--- config.mk ---
export PLATFORM = sky130hd
export DESIGN_NAME = rs_pipelined_sink_fifo
export DESIGN_NICKNAME = d
export VERILOG_FILES = /design/src/rtl/rs_pkg.sv /design/src/rtl/rs_sink_mem.sv /design/src/rtl/rs_pipelined_sink_fifo.sv
export SDC_FILE = /design/constraint.sdc
export NUM_CORES = 1
export LEC_CHECK = 0
export CORE_MARGIN = 2
export CORE_UTILIZATION = 55
export DETAILED_ROUTE_END_ITERATION = 16
export HOLD_SLACK_MARGIN = 0.05
export PLACE_DENSITY = 0.83
export SETUP_SLACK_MARGIN = 0.5
export SLEW_MARGIN = 10
export SYNTH_ARGS = -nofsm -noshare
export SYNTH_HDL_FRONTEND = slang
export SYNTH_SLANG_ARGS = --single-unit
--- constraint.sdc ---
create_clock -name clk -period 8.6 [get_ports clk]
set_input_delay 0.86 -clock clk [delete_from_list [all_inputs] [get_ports clk]]
set_output_delay 0.86 -clock clk [all_outputs]
set_load 0.01 [all_outputs]
--- src/rtl/rs_pkg.sv ---
// Shared helpers for the pipelined FIFO link.
//   clog2 : ceiling log2, sizes pointers and counters
//   grace : beats that can still arrive after full_n falls, for a given number
//           of register stages on each direction of the link
package rs_pkg;

  function automatic int unsigned clog2(input int unsigned value);
    int unsigned result;
    result = 0;
    while ((64'd1 << result) < 64'(value)) begin
      result = result + 1;
    end
    return result;
  endfunction

  // One stage forward, one stage back per pipeline level, plus the beat
  // already launched on the edge where full_n is first seen low.
  function automatic int unsigned grace(input int unsigned pipe_level);
    return 2 * pipe_level + 1;
  endfunction

endpackage

--- src/rtl/rs_sink_mem.sv ---
// Simple dual-port storage array: synchronous write, asynchronous read.
// Ports:
//   clk    clock
//   we     write enable
//   waddr  write address
//   wdata  write data
//   raddr  read address
//   rdata  read data (combinational from raddr)
module rs_sink_mem #(
  parameter int unsigned DATA_WIDTH = 32,
  parameter int unsigned DEPTH      = 16,
  parameter int unsigned AW         = 4
) (
  input  logic                  clk,
  input  logic                  we,
  input  logic [AW-1:0]         waddr,
  input  logic [DATA_WIDTH-1:0] wdata,
  input  logic [AW-1:0]         raddr,
  output logic [DATA_WIDTH-1:0] rdata
);

  logic [DATA_WIDTH-1:0] mem [DEPTH];

  // Storage is not reset; only entries covered by the count are ever observed.
  always_ff @(posedge clk) begin
    if (we) begin
      mem[waddr] <= wdata;
    end
  end

  assign rdata = mem[raddr];

endmodule

--- src/rtl/rs_pipelined_sink_fifo.sv ---
// Receiving end of a pipelined FIFO handshake link. Stores every in-flight
// beat, lowers if_full_n early enough to absorb the beats still in the
// upstream register stages, and presents a first-word-fall-through interface.
// Ports:
//   clk         clock, all logic on posedge
//   reset       synchronous active-high reset
//   if_full_n   registered space-available flag toward the producer pipeline
//   if_write    beat valid from the upstream pipeline
//   if_din      beat payload
//   if_empty_n  data available (combinational from the entry count)
//   if_read     consumer pops the head entry
//   if_dout     head entry, valid while if_empty_n=1
//   overflow    sticky dropped-beat flag
// Configuration macro RS_SINK_OVF_FLAG_EN: when defined, overflow records a
// dropped beat until reset (and simulation reports it); otherwise overflow is 0.
module rs_pipelined_sink_fifo
  import rs_pkg::*;
#(
  parameter int unsigned DATA_WIDTH = 32,
  parameter int unsigned DEPTH      = 16,
  parameter int unsigned PIPE_LEVEL = 1
) (
  input  logic                  clk,
  input  logic                  reset,
  output logic                  if_full_n,
  input  logic                  if_write,
  input  logic [DATA_WIDTH-1:0] if_din,
  output logic                  if_empty_n,
  input  logic                  if_read,
  output logic [DATA_WIDTH-1:0] if_dout,
  output logic                  overflow
);

  localparam int unsigned GRACE = grace(PIPE_LEVEL);
  localparam int unsigned AW    = clog2(DEPTH);
  localparam int unsigned CW    = AW + 1;

  // Elaboration-time guard on the geometry
  if (((1 << AW) != DEPTH) || (DEPTH <= GRACE)) begin : g_bad_cfg
    $error("rs_pipelined_sink_fifo: DEPTH must be a power of 2 and > GRACE");
  end

  logic [AW-1:0] wr_ptr;
  logic [AW-1:0] rd_ptr;
  logic [CW-1:0] count;
  logic [CW-1:0] count_next;
  logic          do_read;
  logic          accept;
  logic          drop;

  // Accept/read decisions; a read frees a slot for a same-cycle write when full
  always_comb begin
    do_read    = if_read && (count != '0);
    accept     = if_write && ((count < CW'(DEPTH)) || do_read);
    drop       = if_write && !accept;
    count_next = count + CW'(accept) - CW'(do_read);
  end

  // Pointers, occupancy and the registered space flag
  always_ff @(posedge clk) begin
    if (reset) begin
      wr_ptr    <= '0;
      rd_ptr    <= '0;
      count     <= '0;
      if_full_n <= 1'b0;
    end else begin
      if (accept) begin
        wr_ptr <= wr_ptr + AW'(1);
      end
      if (do_read) begin
        rd_ptr <= rd_ptr + AW'(1);
      end
      count     <= count_next;
      if_full_n <= (count_next < CW'(DEPTH - GRACE));
    end
  end

  assign if_empty_n = (count != '0);

  rs_sink_mem #(
    .DATA_WIDTH (DATA_WIDTH),
    .DEPTH      (DEPTH),
    .AW         (AW)
  ) u_mem (
    .clk   (clk),
    .we    (accept && !reset),
    .waddr (wr_ptr),
    .wdata (if_din),
    .raddr (rd_ptr),
    .rdata (if_dout)
  );

`ifdef RS_SINK_OVF_FLAG_EN
  // Sticky record of a beat lost at full occupancy
  always_ff @(posedge clk) begin
    if (reset) begin
      overflow <= 1'b0;
    end else if (drop) begin
      overflow <= 1'b1;
    end
  end

`ifndef SYNTHESIS
  always_ff @(posedge clk) begin
    if (!reset && drop) begin
      $error("rs_pipelined_sink_fifo: beat dropped at full occupancy");
    end
  end
`endif
`else
  assign overflow = 1'b0;
  logic unused_drop;
  assign unused_drop = drop;
`endif

endmodule
==> results of run 1 <==
==> metrics by stage <==
stage,power (W),setup WS (ns),cells,cell area (um2),hold WS (ns)
finish,0.00628,3.83,1480,22900,0.514
global route,0.00648,3.49,1480,22900,0.548
CTS,0.00632,3.75,1480,22900,0.516
detailed placement,0.00411,4.33,1383,21200,0.506
global placement,0.00408,4.39,1383,21200,0.476
floorplan,0.00378,5.71,891,20100,0.463
==> cells by family (layout without fill, tap and decap cells) <==
| kind of cell | after synthesis | after routing | share of synthesized area (%) |
|---|---|---|---|
| flops | 530 | 530 | 78.4 |
| mux | 129 | 129 | 14.4 |
| simple gates | 79 | 79 | 1.93 |
| compound gates | 73 | 73 | 2.68 |
| buf+inv | 57 | 185 | 1.30 |
| fa+ha+maj | 12 | 12 | 0.786 |
| xor+xnor | 10 | 10 | 0.437 |
| other cells | 1 | 1 | 0.0187 |
==> Yosys cell counts (3+ instances only) <==
cell and n:
a21oi_1 3, a22oi_1 64, and2_1 17, buf_1 11
buf_2 7, buf_4 10, clkbuf_1 20, dfxtp_1 18
edfxtp_1 512, ha_1 11, inv_1 9, mux4_2 128
nand2_1 34, nand3_1 3, nor2_1 12, nor2b_1 6
xnor2_1 3, xor2_1 7
==> layout make-up <==
class	count	share of cell area, %
Multi-Input combinational cell	304	18.0
Timing Repair Buffer	79	3.35
Sequential cell	530	68.8
Tap cell	461	2.52
Inverter	9	0.148
Clock buffer	65	5.99
Clock inverter	32	1.26
==> worst paths after layout <==
check | from | end | slack [ns] | depth (start not counted)
setup reg to reg | count[3] | if_full_n | 5.63 | 13
hold / removal | rd_ptr[1] | register | 0.51 | 2
setup / recovery | register | if_dout[3] | 3.83 | 5
hold reg to reg | rd_ptr[1] | register | 0.51 | 2
==> routing by layer <==
layer	vias up	track usage, %	wire length, um	share of wire, %
met2	581	40.6	23000	52
met4	0	8.85	1470	3.3
met5	-	0	0	0
met3	107	4.35	3720	8.4
met1	5038	30.7	16200	36
li1	3911	-	-	-
==> sequential cells by signal, indices dropped and copies added, names as in the netlist, named ones only <==
name and flops:
count 5, if_full_n 1, rd_ptr 4, u_mem.mem 512, wr_ptr 4
==> worst min-delay path: stages (launching register included) <==
cell,delay (ns)
dfxtp_1,0.32
nand2_1,0.06
a21oi_1,0.08
==> where the power goes <==
| group | leakage (nW) | switching (W) | internal, W |
|---|---|---|---|
| logic | 1.54 | 0.000480 | 0.000608 |
| registers | 4.76 | 0.0000896 | 0.00288 |
| clock network | 0.804 | 0.000939 | 0.00128 |
==> placed cells by master (no fill, tap or decap), types with 2 or more instances in the layout <==
cell type,n
edfxtp_1,512
mux4_2,128
clkdlybuf4s50_1,69
a22oi_1,64
clkbuf_16,53
nand2_1,34
and2_2,17
dfxtp_1,16
clkinv_1,13
clkbuf_1,12
nor2_1,11
ha_1,11
buf_4,10
inv_1,9
clkinv_2,8
xor2_1,7
bufinv_16,5
nor2b_1,4
xnor2_1,3
nand3_1,3
a21oi_1,3
inv_6,3
clkinvlp_4,3
nor2b_4,2
nor4b_1,2
o211ai_1,2
and3_1,2
dfxtp_4,2
==> impl_metrics.env, run 1 <==
export IMPL_cts_buffer_depth=3
export IMPL_status="finished clean"
export IMPL_drcViolationCount=0
export IMPL_seqCellArea_um2=15700
export IMPL_post_cts_buffers=0
export IMPL_maxCapViolCount=0
export IMPL_max_freq_mhz=210
export IMPL_critPathArrivalTime_ns=3.91
export IMPL_overflow=0
export IMPL_crit_chain="buf_4 -> mux4_2 -> a22oi_1 -> nand2_1 -> clkdlybuf4s50_1"
export IMPL_grt_pass1_vias=10100
export IMPL_yosysTopAreaCellShare_pct=76.6
export IMPL_die_w_um=195
export IMPL_fin_nets=1024
export IMPL_die_y_um=195
export IMPL_place_gp_congestion=0.695
export IMPL_synth_seq_cells=530
export IMPL_rows=69
export IMPL_htree_levels=2
export IMPL_hold_viol=0
export IMPL_syn_to_final_growth_pct=14.1
export IMPL_clkTransAtPathRegs_ns=0.06
export IMPL_grt_pass1_wl_mm=64.6
export IMPL_yosysWarnings=0
export IMPL_peakVddDrop_mv=0.190
export IMPL_required_ns=7.74
export IMPL_rsz0062_at_grt="no"
export IMPL_worstSetupPathType="reg -> out"
export IMPL_synth_area_leader_cell="edfxtp_1"
export IMPL_drive_gt1_share_pct=22.8
export IMPL_fin_util_pct=64.0
export IMPL_clkLatencyLatePin_ns=0.56
export IMPL_synthTopCellsByArea="edfxtp_1 (77%), mux4_2 (14%), a22oi_1 (2.4%), dfxtp_1 (1.8%), ha_1 (0.69%)"
export IMPL_max_stage_delay_ns=0.88
export IMPL_detail_route_antenna_nets=0
export IMPL_final_max_slew_viol_count=0
export IMPL_setup_tns_ns=0
export IMPL_max_slew_margin_pct=13.8
export IMPL_drt_wl_total_mm=44.3
export IMPL_finalCritPeriodShare_pct=55.4
export IMPL_yosys_most_used_dff="edfxtp_1"
export IMPL_track_usage_pct=23.7
export IMPL_ys_seq_area_share_pct=78.4
export IMPL_tightest_slew_ns=1.29
export IMPL_cts_repair_resized=0
export IMPL_fillers=2293
export IMPL_p_leak_nw=7.10
export IMPL_finClkSkew_ns=0.0156
export IMPL_p_per_area_nw_per_um2=274
export IMPL_cts_sinks=530
export IMPL_n_antenna_cell=0
export IMPL_hpwlAfterDp_mm=20.3
export IMPL_first_iter_violations=1074
export IMPL_crit_path_max_fanout=50
export IMPL_grt_max_degree=77
export IMPL_antenna_found_initial=0
export IMPL_ys_types=31
export IMPL_die_area_um2=38000
export IMPL_syn_num_nets=939
export IMPL_min_period_ns=4.77
export IMPL_hold_buffers=0
export IMPL_io_buffer_count=69
export IMPL_first_pass_iters=7
export IMPL_numCtsBuffers=52
export IMPL_syn_inst=891
export IMPL_multi_input_area_um2=4110
export IMPL_synth_area_um2=20100
export IMPL_setup_viol=0
export IMPL_worst_path_buf_inv=2
export IMPL_routedWlPerCell_um=29.9
export IMPL_syn_area_per_cell_um2=22.5
export IMPL_via_per_inst=6.51
export IMPL_crit_family="buffers and inverters"
export IMPL_vias=9637
export IMPL_root_buffer="clkbuf_16"
export IMPL_start_kind="register"
export IMPL_cts_tree="built"
export IMPL_io_pins=71
export IMPL_hp_class="reg -> reg"
export IMPL_crit_slowest_cell="buf_4"
export IMPL_start_util_pct=56.1
export IMPL_async_flop_share_pct=0
export IMPL_cp_end_kind="output port"
export IMPL_core_um2=35700
export IMPL_synth_edf_count=512
Power figures use the tool's default switching activity.
==> run 2: changes to the inputs <==
--- a/config.mk
+++ b/config.mk
@@ -9,7 +9,7 @@
 export CORE_UTILIZATION = 55
 export DETAILED_ROUTE_END_ITERATION = 16
 export HOLD_SLACK_MARGIN = 0.05
-export PLACE_DENSITY = 0.83
+export PLACE_DENSITY = 0.86
 export SETUP_SLACK_MARGIN = 0.5
 export SLEW_MARGIN = 10
 export SYNTH_ARGS = -nofsm -noshare
==> constraint.sdc (replaced) <==
create_clock -name clk -period 4.3 [get_ports clk]
set_input_delay 0.43 -clock clk [delete_from_list [all_inputs] [get_ports clk]]
set_output_delay 0.43 -clock clk [all_outputs]
set_load 0.01 [all_outputs]
==> impl_metrics.env, run 2 (same netlist as run 1, synthesis figures left out) <==
export IMPL_clkLatencyLatePin_ns=0.54
export IMPL_drt_wl_total_mm=42.3
export IMPL_root_buffer="clkbuf_16"
export IMPL_top_layer="met4"
export IMPL_io_pins=71
export IMPL_cts_sinks=530
export IMPL_start_kind="register"
export IMPL_cts_repair_resized=0
export IMPL_preCtsSetupSlack_ns=1.15
export IMPL_hp_class="reg -> reg"
export IMPL_final_cell_mix="edfxtp_1 (512), mux4_2 (128), clkdlybuf4s50_1 (69), a22oi_1 (64), clkbuf_16 (53)"
export IMPL_die_w_um=195
export IMPL_via_per_inst=6.40
export IMPL_die_area_um2=38000
export IMPL_antenna_found_initial=0
export IMPL_hpwlAfterDp_mm=21.1
export IMPL_p_per_area_nw_per_um2=540
export IMPL_routedWlPerCell_um=28.7
export IMPL_track_usage_pct=22.6
export IMPL_min_period_ns=3.55
export IMPL_status="finished clean"
export IMPL_io_buffer_count=69
export IMPL_multi_input_area_um2=4110
export IMPL_cp_end_kind="output port"
export IMPL_maxCapViolCount=0
export IMPL_p_leak_nw=7.06
export IMPL_post_cts_buffers=0
export IMPL_fin_area_um2=22800
export IMPL_finalCritPeriodShare_pct=82.4
export IMPL_wl_met2_mm=22.4
export IMPL_cts_buffer_depth=3
export IMPL_peakVddDrop_mv=0.398
export IMPL_cts_tree="built"
export IMPL_first_iter_violations=1069
export IMPL_grt_pass1_wl_mm=63.4
export IMPL_critPathArrivalTime_ns=3.12
export IMPL_htree_levels=2
export IMPL_met1_length_mm=16.3
export IMPL_hold_buffers=0
export IMPL_setup_viol=0
export IMPL_dp_cells=1382
export IMPL_start_util_pct=56.1
export IMPL_grt_max_degree=71
export IMPL_final_common_cell="edfxtp_1"
export IMPL_overflow=0
export IMPL_die_y_um=195
export IMPL_fin_nets=1023
export IMPL_setup_tns_ns=0
export IMPL_placedInstanceArea_um2=21300
export IMPL_instances_no_fill=1474
export IMPL_largestRegisters="u_mem.mem x512, count x5"
export IMPL_seqCellArea_um2=15700
export IMPL_first_pass_iters=5
export IMPL_tightest_slew_ns=1.17
export IMPL_worst_slack_ns=0.755
export IMPL_worstSetupPathType="reg -> out"
export IMPL_required_ns=3.87
export IMPL_place_gp_congestion=0.731
export IMPL_vias=9437
export IMPL_grt_pass1_vias=10100
export IMPL_wl_met3_mm=2.57
export IMPL_top_register="u_mem.mem"
export IMPL_final_max_slew_viol_count=0
export IMPL_n_antenna_cell=0
export IMPL_numCtsBuffers=52
export IMPL_core_um2=35700
export IMPL_p_total_w=0.0123
export IMPL_crit_path_max_fanout=32
export IMPL_detail_route_antenna_nets=0
export IMPL_clkTransAtPathRegs_ns=0.06
export IMPL_max_slew_margin_pct=21.7
export IMPL_rows=69
export IMPL_max_freq_mhz=282
export IMPL_drcViolationCount=0
export IMPL_rsz0062_at_grt="no"
export IMPL_hold_viol=0
export IMPL_largest_register_ffs=512
export IMPL_drive_gt1_share_pct=22.3
export IMPL_syn_to_final_growth_pct=13.8
export IMPL_finClkSkew_ns=0.00996
export IMPL_fillers=2311
run 2: where the power goes:
group	leakage, nW	switching, W	internal [W]
logic	1.56	0.00108	0.00129
registers	4.76	0.0000814	0.00577
clock network	0.746	0.00182	0.00231
run 2: final timing paths:
check	slack, ns	to	cells after the start	startpoint
setup / recovery	0.75	if_dout[5]	4	register
hold / removal	0.51	register	2	rd_ptr[1]
setup reg to reg	1.40	if_full_n	13	count[3]
hold reg to reg	0.51	register	2	rd_ptr[1]
run 2: metal layers:
| layer | GRT usage (%) | vias up |
|---|---|---|
| li1 | - | 3912 |
| met1 | 29.7 | 5012 |
| met2 | 39.3 | 431 |
| met3 | 3.80 | 82 |
| met4 | 6.59 | 0 |
| met5 | 0 | - |
run 2: worst max-delay path: stages (launching register included):
cell and delay [ns]:
dfxtp_1 0.45, nor2b_4 0.99, a22oi_1 0.34, nand2_1 0.21, clkdlybuf4s50_1 0.56
run 2: layout make-up:
class | count | area share (%)
inverter | 9 | 0.148
sequential | 530 | 69.0
clock inverter | 28 | 0.702
tap | 461 | 2.53
clock buffer | 64 | 5.99
multi-input combinational | 304 | 18.0
timing repair buffer | 78 | 3.65
run 2: through the flow:
step / hold WS (ns) / util (%)
floorplan: 0.463 / -
global route: 0.560 / 63.9
detailed placement: 0.493 / 59.6
global placement: 0.487 / 59.6
CTS: 0.502 / 63.9
finish: 0.507 / 63.9
